--- config.mk ---
export PLATFORM = sky130hd
export DESIGN_NAME = hardened_sum_accumulator
export DESIGN_NICKNAME = d
export VERILOG_FILES = /design/src/rtl/hardened_acc_pkg.sv /design/src/rtl/hardened_sum_accumulator_acc_lane.sv /design/src/rtl/hardened_sum_accumulator.sv
export SDC_FILE = /design/constraint.sdc
export NUM_CORES = 1
export LEC_CHECK = 0
export ABC_CLOCK_PERIOD_IN_PS = 7200
export BUFFER_PORTS_ARGS = -buffer_cell sky130_fd_sc_hd__buf_4
export CAP_MARGIN = 20
export CORE_ASPECT_RATIO = 1.25
export CORE_MARGIN = 1.5
export CORE_UTILIZATION = 60
export CTS_BUF_LIST = sky130_fd_sc_hd__clkbuf_8
export DETAILED_ROUTE_END_ITERATION = 16
export PLACE_DENSITY = 0.8
export RECOVER_POWER = 25
export SLEW_MARGIN = 20
export SYNTH_ARGS = -nofsm -noshare
export SYNTH_HDL_FRONTEND = slang
export SYNTH_HIERARCHICAL = 1
export SYNTH_SLANG_ARGS = --single-unit
--- constraint.sdc ---
create_clock -name clk -period 7.2 [get_ports clk]
set_input_delay 2.16 -clock clk [delete_from_list [all_inputs] [get_ports clk]]
set_output_delay 2.16 -clock clk [all_outputs]
set_load 0.005 [all_outputs]
--- src/rtl/hardened_acc_pkg.sv ---
// Shared types and constants for the hardened sum accumulator.
//   state_t   : top-level FSM states
//   ADDER_W   : width of one adder result ({cout, sum})
//   CNT_W     : width of the per-frame sample counter (COUNT up to 255)
//   acc_w_ok  : legality check for the accumulator width
package hardened_acc_pkg;

  typedef enum logic [1:0] {
    ACCUM = 2'd0,
    HOLD  = 2'd1,
    FAULT = 2'd2
  } state_t;

  localparam int ADDER_W = 5;
  localparam int CNT_W   = 8;

  function automatic bit acc_w_ok(input int w);
    return (w >= ADDER_W) && (w <= 32);
  endfunction

endpackage

--- src/rtl/hardened_sum_accumulator_acc_lane.sv ---
// One storage lane: accumulator plus sample counter.
// With INVERT=1 the registers hold the bit-inverse of the true values, so a
// stuck or flipped bit shows up as a disagreement against the plain lane.
// Each lane advances from its own stored contents, so a corruption persists
// instead of being healed by the other copy.
//   clk, rst : clock, synchronous active-high reset
//   clr      : return to the empty-frame value (acc=0, cnt=0)
//   load     : add sample to acc and increment cnt
//   sample   : zero-extended adder result
//   acc, cnt : decoded (true-polarity) contents
module acc_lane
  import hardened_acc_pkg::*;
#(
  parameter int ACC_W  = 12,
  parameter bit INVERT = 1'b0
) (
  input  logic             clk,
  input  logic             rst,
  input  logic             clr,
  input  logic             load,
  input  logic [ACC_W-1:0] sample,
  output logic [ACC_W-1:0] acc,
  output logic [CNT_W-1:0] cnt
);

  localparam logic [ACC_W-1:0] ACC_MASK = {ACC_W{INVERT}};
  localparam logic [CNT_W-1:0] CNT_MASK = {CNT_W{INVERT}};

  logic [ACC_W-1:0] acc_q;
  logic [CNT_W-1:0] cnt_q;

  assign acc = acc_q ^ ACC_MASK;
  assign cnt = cnt_q ^ CNT_MASK;

  always_ff @(posedge clk) begin
    if (rst || clr) begin
      acc_q <= ACC_MASK;
      cnt_q <= CNT_MASK;
    end else if (load) begin
      acc_q <= (acc + sample) ^ ACC_MASK;
      cnt_q <= (cnt + 1'b1) ^ CNT_MASK;
    end
  end

endmodule

--- src/rtl/hardened_sum_accumulator.sv ---
// Frame accumulator for adder results with duplicated, inverted shadow state.
// Accepts COUNT results ({in_cout, in_sum}) and presents their sum (mod
// 2^ACC_W) on a valid/ready output. Any disagreement between primary and
// shadow lanes latches out_fault and halts the block until rst.
//   clk, rst               : clock, synchronous active-high reset
//   in_valid/in_ready      : input handshake; in_sum, in_cout carry the sample
//   out_valid/out_ready    : output handshake; out_acc carries the frame total
//   out_fault              : sticky duplication mismatch
//   busy                   : frame partially filled or total pending
//
// state | meaning
// ACCUM | collecting samples, in_ready=1
// HOLD  | frame total presented, waiting for out_ready
// FAULT | lanes disagreed; halted until rst
module hardened_sum_accumulator
  import hardened_acc_pkg::*;
#(
  parameter int COUNT = 8,
  parameter int ACC_W = 12
) (
  input  logic             clk,
  input  logic             rst,
  input  logic             in_valid,
  output logic             in_ready,
  input  logic [3:0]       in_sum,
  input  logic             in_cout,
  output logic             out_valid,
  input  logic             out_ready,
  output logic [ACC_W-1:0] out_acc,
  output logic             out_fault,
  output logic             busy
);

  if (!acc_w_ok(ACC_W)) begin : g_bad_acc_w
    $error("hardened_sum_accumulator: ACC_W out of range 5..32");
  end
  if ((COUNT < 1) || (COUNT > 255)) begin : g_bad_count
    $error("hardened_sum_accumulator: COUNT out of range 1..255");
  end

  localparam logic [CNT_W-1:0] COUNT_V = CNT_W'(COUNT);

  state_t           state_q, state_d;
  logic             lane_clr, lane_load, mismatch;
  logic [ACC_W-1:0] sample;
  logic [ACC_W-1:0] p_acc, s_acc;
  logic [CNT_W-1:0] p_cnt, s_cnt;

  assign sample = ACC_W'({in_cout, in_sum});

  acc_lane #(.ACC_W(ACC_W), .INVERT(1'b0)) u_primary (
    .clk    (clk),
    .rst    (rst),
    .clr    (lane_clr),
    .load   (lane_load),
    .sample (sample),
    .acc    (p_acc),
    .cnt    (p_cnt)
  );

  acc_lane #(.ACC_W(ACC_W), .INVERT(1'b1)) u_shadow (
    .clk    (clk),
    .rst    (rst),
    .clr    (lane_clr),
    .load   (lane_load),
    .sample (sample),
    .acc    (s_acc),
    .cnt    (s_cnt)
  );

  assign mismatch = (state_q != FAULT) && ((p_acc != s_acc) || (p_cnt != s_cnt));

  // rst gating keeps in_ready low for the whole reset pulse, including the
  // cycles after the first reset edge where state is already ACCUM.
  assign in_ready  = (state_q == ACCUM) && !rst;
  assign out_valid = (state_q == HOLD);
  assign out_acc   = (state_q == HOLD) ? p_acc : '0;
  assign out_fault = (state_q == FAULT);
  assign busy      = (state_q == HOLD) || ((state_q == ACCUM) && (p_cnt != '0));

  always_ff @(posedge clk) begin
    if (rst) state_q <= ACCUM;
    else     state_q <= state_d;
  end

  // Detection wins over any handshake in the same cycle: the lanes are not
  // updated, so the sample is not consumed and the total is not delivered.
  always_comb begin
    state_d   = state_q;
    lane_clr  = 1'b0;
    lane_load = 1'b0;
    if (mismatch) begin
      state_d = FAULT;
    end else begin
      case (state_q)
        ACCUM: begin
          if (in_valid && in_ready) begin
            lane_load = 1'b1;
            if (CNT_W'(p_cnt + 1'b1) == COUNT_V) state_d = HOLD;
          end
        end
        HOLD: begin
          if (out_ready) begin
            lane_clr = 1'b1;
            state_d  = ACCUM;
          end
        end
        FAULT:   state_d = FAULT;
        default: state_d = FAULT;
      endcase
    end
  end

endmodule

==> results.tsv <==
stage	metric	value	unit
sta	clock_skew	0.00506	ns
sta	rsz0062_at_grt	no	
clock_network	clk_latency	0.30	ns
routing	wl_per_cell	15.6	um
min_path	whs_path_depth	1	
clock_network	clockRootBuffer	clkbuf_8	
clock_network	post-cts-setup-buffers	0	
clock_network	cts_hold_buf	0	
critical_path	cp_data_required_time	7.38	ns
sta	finalCritPeriodShare	68.6	%
placed_design	dp.cells	472	
clock_network	cts_tree	built	
sta	fin_hold_ws	0.482	ns
routing	drt-initial-drc-count	99	
placed_design	hpwlAfterDp	5630	um
placed_design	gp_congestion	0.869	
floorplan	core_area	5040	um2
final_layout	multi_input_area	2210	um2
floorplan	fp.dieH	83.9	um
routing	route.met3.wl	272	um
routing	drtAntennaViolNets	0	
synthesis	ys.flop_type	dfxtp_1	
power	vdd_drop_max	0.000213	V
sta	slew_headroom	27.8	%
final_layout	final_common_cell	dfxtp_1	
critical_path	critical_path_arrival	5.12	ns
power	leakagePower	1.71	nW
final_layout	syn_to_final_growth	11.1	%
final_layout	antenna-diode-count	0	
sta	maxSlewViolCount	0	
sta	worstMarginPinSlew	1.08	ns
routing	via_per_inst	5.88	
routing	vias	2818	
synthesis	synth_seq_cells	42	
synthesis	yosysWarnings	6	
global_route	grt_pass1_vias	2698	
final_layout	mostFrequentLayoutCells	dfxtp_1 (42), inv_1 (28), nand2_1 (28)	
clock_network	cts_made_buffers	5	
final_layout	fillers	430	
sta	fmax	0.202	GHz
final_layout	drive_gt1_share	11.8	%
placed_design	pre_cts_slack	2.34	ns
critical_path	end_kind	register	
min_path	hold_class	register to register	
synthesis	postSynthCellCount	379	
final_layout	register_area	841	um2
clock_network	ctsHtreeMaxLevel	2	
clock_network	clk_pin_slew	0.08	ns
global_route	grtUsageTotal	27.9	%
clock_network	cts_num_sinks	42	
synthesis	synth_area	3140	um2
floorplan	die_area	5680	um2
critical_path	crit_type	primary input to register	
final_layout	fin_nets	452	
clock_network	cts_buffer_depth	2	
floorplan	die_w	67.7	um
run	drv_cap	0	
critical_path	reg2reg_depth	10	
power	power_density	347	nW/um2
synthesis	syn-mean-instance-area	8.28	um2
global_route	gr-total-overflow	0	
sta	fin_ws	2.26	ns
floorplan	start_util	62.2	%
synthesis	synth_edf_count	0	
global_route	grt_pass1_wl	12200	um
routing	top_layer_used	met4	
sta	fin_crit	4.94	ns
sta	finalHoldViolCount	0	
sta	tns	0	ns
routing	met2_length	3860	um
routing	drc	0	
floorplan	rows	29	
placed_design	port_buffers	24	
run_status	status	finished clean	
clock_network	cts_resized	0	
synthesis	async_flop_share	0	%
global_route	antenna_found_initial	0	
routing	routed_wirelength	7460	um
synthesis	synth_cell_types	58	
power	power	1.21	mW
critical_path	path_max_fanout	27	
sta	setup_violations	0	
routing	wl_met1	3190	um
critical_path	critPathLaunchType	primary input	
routing	firstDrtPassIters	4	
synthesis	seq_area_frac_synth	26.8	%
floorplan	io_pins	25	
global_route	grt_max_degree	28	
final_layout	finalNonFillerCells	479	
==> where the power goes <==
group	switching [mW]	internal [mW]	total [mW]
clock	0.0841	0.0653	0.149
sequential	0.0531	0.292	0.345
combinational	0.414	0.301	0.715
==> path summary, 6_finish.rpt <==
check	from	slack, ns	to
worst max-delay path	rst	2.26	u_shadow/acc_q[8]
worst max register to register	u_shadow/cnt_q[3]	3.27	u_shadow/acc_q[8]
worst min register to register	u_shadow/acc_q[6]	0.48	u_shadow/acc_q[6]
worst min-delay path	u_shadow/acc_q[6]	0.48	u_shadow/acc_q[6]
==> metal layers <==
metal  track usage (%)  vias up
met3              3.64       14
met5                 0        -
met1              33.3     1338
li1                  -     1408
met4              8.16        0
met2              50.2       58
==> per-stage QoR <==
step / utilization, % / area (um2)
after floorplan: - / 3210
after global placement: 67.8 / 3420
after detailed placement: 67.8 / 3420
after CTS: 69.4 / 3500
after global routing: 69.2 / 3490
final: 69.2 / 3490
==> state kept, by name, summed over array words and instances (netlist names) <==
register and cells:
u_primary/cnt 8, u_shadow/acc_q 12, u_primary/acc 12, state_q 2, u_shadow/cnt_q 8
==> cells in the mapped netlist, types with 4 or more instances <==
cell type,count,share of area (%)
dfxtp_1,42,27
inv_1,28,3.3
nand2_1,28,3.3
nor2_1,26,3.1
a21oi_1,25,4.0
ha_1,24,9.6
xnor2_1,22,6.1
xor2_1,18,5.0
nand4_1,13,2.6
and2_1,12,2.4
nand3_1,12,1.9
o211ai_1,10,2.4
o21ai_0,10,1.6
a21o_1,9,2.2
nor3_1,8,1.3
mux2i_1,7,2.2
and3_1,6,1.2
clkbuf_1,6,0.72
a31oi_1,5,1.0
buf_2,5,0.80
nand3b_1,4,0.96
nor4_1,4,0.80
o21ai_1,4,0.64
or3_1,4,0.80
==> layout make-up <==
class / instances / area share [%]
Tap cell: 62 / 2.22
Clock buffer: 5 / 1.97
Sequential cell: 42 / 24.1
Timing Repair Buffer: 25 / 5.16
Clock inverter: 2 / 0.287
Inverter: 28 / 3.01
Multi-Input combinational cell: 315 / 63.2
==> critical path, stage by stage <==
cell      delay, ns
clkbuf_1       0.17
nor3_1         0.27
and3_1         0.83
clkbuf_1       0.87
inv_1          0.39
nor2_1         0.30
a31oi_1        0.11
==> cells by family after synthesis <==
group / share of synthesized area [%]
AOI/OAI and AO/OA: 19.8
xor gates and xnor gates: 11.2
adders and majority gates: 10.8
buffers and inverters: 5.10
DFF: 26.8
muxes: 2.59
other: 0.119
and+or+nand+nor: 23.6
Power figures use the tool's default switching activity.
